==> config.mk <==
export PLATFORM = sky130hd
export DESIGN_NAME = taxi_display
export DESIGN_NICKNAME = d
export VERILOG_FILES = /design/src/rtl/taxi_display.sv
export SDC_FILE = /design/constraint.sdc
export NUM_CORES = 1
export LEC_CHECK = 0
export BUFFER_PORTS_ARGS = -buffer_cell sky130_fd_sc_hd__buf_2
export CORE_ASPECT_RATIO = 1.25
export CORE_MARGIN = 2
export CORE_UTILIZATION = 52
export CTS_CLUSTER_SIZE = 20
export DETAILED_ROUTE_END_ITERATION = 8
export PLACE_DENSITY = 0.77
export SLEW_MARGIN = 0
export SYNTH_ARGS = -nofsm -noshare
export SYNTH_HDL_FRONTEND = slang
export SYNTH_SLANG_ARGS = --single-unit
==> constraint.sdc <==
create_clock -name clk -period 3.14 [get_ports clk]
set_clock_uncertainty 0.2 [all_clocks]
set_input_delay 0.471 -clock clk [delete_from_list [all_inputs] [get_ports clk]]
set_output_delay 0.471 -clock clk [all_outputs]
set_load 0.05 [all_outputs]
==> src/rtl/taxi_display.sv <==
// taxi_display: converts the meter's money/distance words to BCD with a shift-add-3
// engine and time-multiplexes the eight digits onto an active-low 7-segment bus.
module taxi_display #(
   parameter int SCAN_DIV = 50000,
   parameter int SCAN_W   = 16
) (
   input  logic        clk,
   input  logic        rst_n,
   input  logic [12:0] money,
   input  logic [12:0] distance,
   output logic [7:0]  an_n,
   output logic [6:0]  seg_n,
   output logic        dp_n,
   output logic        busy
);

   typedef enum logic [1:0] {IDLE, SHIFT, DONE} state_t;

   state_t            state;
   logic [12:0]       m_bin, d_bin, last_m, last_d;
   logic [15:0]       m_bcd, d_bcd, disp_m, disp_d;
   logic [3:0]        bit_cnt;
   logic [SCAN_W-1:0] pre;
   logic [2:0]        idx, idx_nxt;
   logic              wrap;
   logic [28:0]       m_sh, d_sh;
   logic [3:0]        nib;
   logic              blank;

   function automatic logic [15:0] add3(input logic [15:0] b);
      logic [15:0] r;
      for (int i = 0; i < 4; i++) begin
         r[i*4 +: 4] = (b[i*4 +: 4] >= 4'd5) ? b[i*4 +: 4] + 4'd3 : b[i*4 +: 4];
      end
      return r;
   endfunction

   function automatic logic [6:0] seg_code(input logic [3:0] d);
      case (d)
         4'd0:    seg_code = 7'h40;
         4'd1:    seg_code = 7'h79;
         4'd2:    seg_code = 7'h24;
         4'd3:    seg_code = 7'h30;
         4'd4:    seg_code = 7'h19;
         4'd5:    seg_code = 7'h12;
         4'd6:    seg_code = 7'h02;
         4'd7:    seg_code = 7'h78;
         4'd8:    seg_code = 7'h00;
         4'd9:    seg_code = 7'h10;
         default: seg_code = 7'h7F;
      endcase
   endfunction

   // One double-dabble step: adjust nibbles, then shift {bcd,bin} left by one
   assign m_sh = {add3(m_bcd), m_bin} << 1;
   assign d_sh = {add3(d_bcd), d_bin} << 1;

   always_ff @(posedge clk or negedge rst_n) begin
      if (!rst_n) begin
         state   <= IDLE;
         busy    <= 1'b0;
         m_bin   <= '0;
         d_bin   <= '0;
         m_bcd   <= '0;
         d_bcd   <= '0;
         last_m  <= '0;
         last_d  <= '0;
         disp_m  <= '0;
         disp_d  <= '0;
         bit_cnt <= '0;
      end else begin
         case (state)
            IDLE: begin
               if ({money, distance} != {last_m, last_d}) begin
                  m_bin   <= money;
                  d_bin   <= distance;
                  last_m  <= money;
                  last_d  <= distance;
                  m_bcd   <= '0;
                  d_bcd   <= '0;
                  bit_cnt <= '0;
                  busy    <= 1'b1;
                  state   <= SHIFT;
               end
            end
            SHIFT: begin
               m_bcd   <= m_sh[28:13];
               m_bin   <= m_sh[12:0];
               d_bcd   <= d_sh[28:13];
               d_bin   <= d_sh[12:0];
               bit_cnt <= bit_cnt + 4'd1;
               if (bit_cnt == 4'd12) state <= DONE;
            end
            DONE: begin
               disp_m <= m_bcd;
               disp_d <= d_bcd;
               busy   <= 1'b0;
               state  <= IDLE;
            end
            default: state <= IDLE;
         endcase
      end
   end

   // Scan outputs are computed from the index value being loaded this edge
   assign wrap    = (pre == SCAN_W'(SCAN_DIV - 1));
   assign idx_nxt = wrap ? idx + 3'd1 : idx;

   always_comb begin
      nib   = 4'd0;
      blank = 1'b0;
      case (idx_nxt)
         3'd0: nib = disp_d[3:0];
         3'd1: nib = disp_d[7:4];
         3'd2: begin
            nib   = disp_d[11:8];
            blank = (disp_d[15:8] == 8'd0);
         end
         3'd3: begin
            nib   = disp_d[15:12];
            blank = (disp_d[15:12] == 4'd0);
         end
         3'd4: nib = disp_m[3:0];
         3'd5: nib = disp_m[7:4];
         3'd6: nib = disp_m[11:8];
         default: begin
            nib   = disp_m[15:12];
            blank = (disp_m[15:12] == 4'd0);
         end
      endcase
   end

   always_ff @(posedge clk or negedge rst_n) begin
      if (!rst_n) begin
         pre   <= '0;
         idx   <= '0;
         an_n  <= 8'hFF;
         seg_n <= 7'h7F;
         dp_n  <= 1'b1;
      end else begin
         pre   <= wrap ? '0 : pre + SCAN_W'(1);
         idx   <= idx_nxt;
         an_n  <= ~(8'h01 << idx_nxt);
         seg_n <= blank ? 7'h7F : seg_code(nib);
         dp_n  <= !((idx_nxt == 3'd1) || (idx_nxt == 3'd6));
      end
   end

endmodule

== Word-level counts from Yosys, hierarchy flattened ==
Memories as Yosys holds them, arrays and structs flattened.
Cells that the tools add are included.
W data, S select, Z words.

* Flip-flop bits (word level): 158
* ROM bits: 112
* Input port bits: 28
* Output and inout bits: 17
* Word-level logic and storage cells: 92
* Memories kept: 1

{| class="wikitable"
|+ Memories
! memory !! words !! width !! rd ports !! clocked after memory_dff !! wr ports !! line !! source
|-
| (no name shown) || 16 || 7 || 1 || 0 || 0 || 39 || <nowiki>case (d)</nowiki>
|}

* Add/subtract/negate cells: 11
* Magnitude comparators: 8
* Eq/ne operators: 13
* Shifts and indexed selects: 1
* Muxes and demuxes: 27
* Bitwise logic cells: 1
* Reduce and logical (&&, ||, !) cells: 14

{| class="wikitable"
|+ Operators with widths
! operator !! number
|-
| $pmux W16 S2 || 2
|-
| $pmux W13 S2 || 2
|-
| $ge A4 B3 Y1 const B || 8
|-
| $mux W16 || 2
|-
| $mux W4 || 7
|-
| $pmux W4 S7 || 1
|-
| $mux W13 || 2
|-
| $ne A26 B26 Y1 || 1
|-
| $add A4 B2 Y4 const B || 6
|-
| $add A16 B1 Y16 const B || 1
|-
| $eq A16 B16 Y1 const B || 1
|-
| $eq A3 B3 Y1 const B || 3
|-
| $mux W3 || 3
|-
| $logic_not A4 Y1 || 2
|-
| $logic_not A8 Y1 || 1
|-
| $not A8 Y8 || 1
|-
| $pmux W4 S2 || 1
|-
| $reduce_and A2 Y1 || 4
|-
| $shl A1 B3 Y8 const A || 1
|-
| $mux W7 || 1
|-
| $add A3 B2 Y3 const B || 2
|-
| $eq A3 B2 Y1 const B || 2
|-
| $reduce_or A5 Y1 || 1
|-
| $add A4 B1 Y4 const B || 1
|-
| other kinds (16) || 19
|}

== Depth between registers and ports, before layout ==
* Depth in word-level cells: 6
* Mapped depth: 14

== Worst setup path before layout ==
No wires, ideal clock.

* Path type: reg-to-reg
* Start point: register pre[12]
* End point: register seg_n[3]
* Library setup time: 0.090 ns
* Data arrival time: 3.202 ns
* Data required time: 2.850 ns
* Setup slack: -0.352 ns
* Stages on the path, launching flop included: 13
* Path buffers: 1
* Clock period less this slack: 3.492 ns
* Cell sequence: dfrtp_1 or4bb_4 nor4_4 xnor2_1 buf_2 mux2_1 nor3_1 o32a_1 inv_1 ha_1 inv_1 a21oi_1 nand4bb_1

* Cells in the longest elaborated chain, start to end: 6
* Elaborated cells on any way between the ends: 14
* Classes of those cells: eq/ne (7); mux (4); reduce/logical (2); memory (1)

{| class="wikitable"
|+ RTL lines
! element !! line !! source
|-
| from (decl) || 23 || <nowiki>logic [SCAN_W-1:0] pre;</nowiki>
|-
| from (signal assigned) || 141 || <nowiki>pre <= wrap ? '0 : pre + SCAN_W'(1);</nowiki>
|-
| $eq A16 B16 Y1 (*) || 106 || <nowiki>assign wrap = (pre == SCAN_W'(SCAN_DIV - 1));</nowiki>
|-
| $mux W3 (*) || 107 || <nowiki>assign idx_nxt = wrap ? idx + 3'd1 : idx;</nowiki>
|-
| $eq A3 B3 Y1 (tied with other cells) || 112 || <nowiki>case (idx_nxt)</nowiki>
|-
| $pmux W4 S7 or $reduce_or A5 Y1 (tied branches) || -- ||
|-
| $mem_v2 Z16 W7 or $pmux W1 S3 (tied branches) || -- ||
|-
| $mux W7 (*) || 144 || <nowiki>seg_n <= blank ? 7'h7F : seg_code(nib);</nowiki>
|-
| to (signal assigned) || 144 ||
|-
| to (decl) || 12 || <nowiki>output logic [6:0] seg_n,</nowiki>
|}

Every way passes the cells marked *; elsewhere a longest branch is shown, timed or not.
A chain may end at the register's enable or synchronous reset.

== Worst setup path after layout ==
* Start point: register pre[5]
* End point: register seg_n[0]

* Cells in the longest elaborated chain, start to end: 6
* Elaborated cells on any way between the ends: 14
* Classes of those cells: eq/ne (7); mux (4); reduce/logical (2); memory (1)

{| class="wikitable"
|+ RTL lines
! element !! line !! source
|-
| $eq A16 B16 Y1 (*) || 106 ||
|-
| $mux W3 (*) || 107 ||
|-
| named net idx_nxt[1] || 24 || <nowiki>logic [2:0] idx, idx_nxt;</nowiki>
|-
| $eq A3 B3 Y1 (tied with other cells) || 112 ||
|-
| $pmux W4 S7 or $reduce_or A5 Y1 (tied branches) || -- ||
|-
| $mem_v2 Z16 W7 or $pmux W1 S3 (tied branches) || -- ||
|-
| $mux W7 (*) || 144 ||
|}

Mark *: on every way through the listed nets, which the timed path passes. The rest lies on a longest branch.

==> results.tsv <==
stage	metric	value	unit
run_status	status	finished with violations	
run_status	violations	negative setup slack	
placement	dpl.hpwl	12170	um
timing	rsz0062_at_grt	yes	
logic_synthesis	syn-mean-instance-area	10.86	um2
floorplan	ioPinCount	45	
placement	place.gp.congestion	0.9106	
routing	ant_nets	0	
floorplan	die_h	142.4	um
routing	vias_per_cell	5.872	
logic_synthesis	synth_ff_type	dfrtp_1	
logic_synthesis	synth_mux_area_share	11.15	%
placement	pre_cts_slack	-0.2977	ns
setup_path	cp-start-kind	register	
logic_synthesis	synth_compound_area_share	14.47	%
clock_tree	cts_buffers	17	
cells_and_area	layout_commonest_cell	dfrtp_1	
logic_synthesis	yosys.area_share.simple	10.92	%
floorplan	initial_core_util	53.26	%
logic_synthesis	synthXorXnorAreaFrac	6.394	%
power	p_total	6612	uW
timing	fmaxAchievable	293.5	MHz
clock_tree	clock_latency	0.43	ns
grt	grt_pass1_wl	29260	um
logic_synthesis	yosys_warnings	0	
placement	portBuffers	44	
floorplan	rows	50	
run	cap_violations	0	
power	ir_drop	0.3908	mV
routing	drc	0	
logic_synthesis	yosysTopAreaCellShare	44.62	%
cells_and_area	layout.nets	865	
logic_synthesis	yosys.area.top_type	dfrtp_1	
logic_synthesis	synth_seq_area_share	49.90	%
clock_tree	cts_tree	yes	
setup_path	worst-path-buf-inv	5	
power	p_leak	0.004352	uW
timing	finalHoldViolCount	0	
grt	first_global_vias	5960	
grt	overflow	0	
clock_tree	cts.sink_count	158	
logic_synthesis	yosys.cell_types.count	65	
routing	wire_per_inst	17.56	um
setup_path	crit_arrival	3.56	ns
timing	fin_crit	3.407	ns
floorplan	core_area	14950	um2
timing	hold_ws	0.1107	ns
floorplan	die_x	114.7	um
cells_and_area	final_cell_mix	142 x dfrtp_1, 66 x nand2_1, 51 x o21ai_0	
routing	firstDrtPassIters	4	
setup_path	slowest_stage	or4bb_4	
setup_path	cp_max_fo	6	
cells_and_area	final_layout_size_suffix_gt1_share	29.02	%
timing	relSlewSlack	60.44	%
setup_path	crit_family	simple AND/OR/NAND/NOR gates	
timing	fin_ws	-0.2666	ns
cells_and_area	final_util	63.90	%
routing	wl	17720	um
clock_tree	h-tree-depth	4	
cells_and_area	syn2layout_area_growth	19.97	%
logic_synthesis	synth-adder-area-share	3.614	%
grt	antenna_found_initial	0	
power	p_per_area	692.0	nW/um2
logic_synthesis	synth-seq-cells	158	
cells_and_area	finalNonFillerCells	1009	
clock_tree	path_clk_slew	0.06	ns
routing	drt_iter0_drc	439	
logic_synthesis	synth_top_family_by_area	compound AO/OA/AOI/OAI gates	
setup_path	cp_slowest_stage_delay	0.59	ns
hold_path	min_path_type	primary input to register	
floorplan	die-area	16330	um2
grt	grt_max_degree	64	
logic_synthesis	synthesis.nets	784	
logic_synthesis	synthArstFlopShare	100.0	%
placement	placed_cells	966	
cells_and_area	diodes	0	
logic_synthesis	synth-edff-count	0	
timing	slew_viol_final	0	
routing	vias	5925	
logic_synthesis	synth_area_leaders	dfrtp_1 45%, mux2_2 5.9%, dfstp_2 5.3%	
clock_tree	clockRootBuffer	clkbuf_16	
setup_path	crit_type	register to register	
timing	tightest_slew	0.5880	ns
logic_synthesis	synthCells	733	
clock_tree	cts_buffer_depth	2	
grt	track_usage	22.71	%
setup_path	crit_path_end_kind	register	
timing	setup_violations	7	
setup_path	worstPathCellList	or4bb_4 -> buf_6 -> or4_4 -> mux2i_4 -> inv_2 -> nand2_2 -> a31oi_1 -> o32a_1 -> inv_2 -> buf_6 -> ha_2 -> inv_1 -> a21o_1 -> nand4b_1	
timing	fin_crit_sh	108.5	%
logic_synthesis	netlist_area	7964	um2
setup_path	critical_path_required	3.29	ns
## stage by stage
step           TNS [ns]  instance area, um2
2_1_floorplan   -0.9642                7978
3_3_place_gp     -1.068                8647
3_5_place_dp     -1.504                8647
4_1_cts         -0.9441                9395
5_1_grt          -2.111                9554
6_report         -1.469                9554
## cell families after synthesis
logic type                 Yosys count
xor gates and xnor gates            56
AOI/OAI and AO/OA                  174
buffers and inverters               69
and+or+nand+nor                    171
adders and majority gates           23
DFF                                158
muxes                               82
## what timing repair did
action / in CTS / in global routing
setup buffers: 3 / 6
hold endpoints to repair: 52 / 0
gates cloned: 1 / 0
hold buffers: 1 / 0
setup endpoints to repair: 7 / 7
resized for setup: 17 / 25
pin swaps: 8 / 10
## cell type report
class | count | area (um2)
Timing Repair Buffer | 103 | 718.2
Clock buffer | 22 | 474.2
Multi-Input combinational cell | 506 | 3872
Inverter | 28 | 105.1
Sequential cell | 158 | 3974
Clock inverter | 10 | 182.7
Tap cell | 182 | 227.7
Fill cell | 1107 | 5398
## final timing paths
path / from / end / slack (ns) / depth (start not counted)
max: pre[5]$_DFF_PN0_ / seg_n[0]$_DFF_PN1_ / -0.27 / 14
min: distance[0] / d_bin[0]$_DFFE_PN0P_ / 0.11 / 2
max reg2reg: pre[5]$_DFF_PN0_ / seg_n[0]$_DFF_PN1_ / -0.27 / 14
min reg2reg: pre[0]$_DFF_PN0_ / pre[0]$_DFF_PN0_ / 0.27 / 1
max in group asynchronous: rst_n / seg_n[1]$_DFF_PN1_ / 1.53 / 3
min in group asynchronous: rst_n / pre[2]$_DFF_PN0_ / 0.39 / 2
## where the power goes
group / total [uW] / switching [uW] / internal, uW
Clock: 2280 / 811 / 1470
Combinational: 1620 / 869 / 751
Sequential: 2710 / 310 / 2400
## routing by layer
layer  global-route usage (%)  part of all wire (%)  up-vias
met1                    27.00                    41     2977
met2                    40.33                    54      122
met4                    9.321                   2.3        0
li1                         -                     -     2793
met5                        0                     0        -
met3                    4.131                   3.0       33
## Yosys cell counts, drive strengths merged (3+ instances only)
cell    number
a21o         4
a21oi       26
a22oi       25
a31oi        4
a32o         8
and2         3
and3         3
buf          7
clkbuf      34
dfrtp      142
dfstp       16
ha          23
inv         28
mux2        44
mux2i       38
nand2       68
nand2b      10
nand3       12
nand4       11
nor2        27
nor2b        7
nor3         6
nor4         6
o211ai       3
o21ai       54
o22ai       19
o31ai       13
o32ai        5
or2          4
or3          5
xnor2       33
xor2        23
## registers in the layout, indices dropped and copies added (netlist names)
register,count
d_bcd,16
disp_d,16
disp_m,16
m_bcd,16
pre,16
d_bin,13
last_d,13
last_m,13
m_bin,13
an_n,8
seg_n,7
bit_cnt,4
idx,3
state,2
busy,1
dp_n,1
No activity file was read; power rests on OpenSTA's default activity.
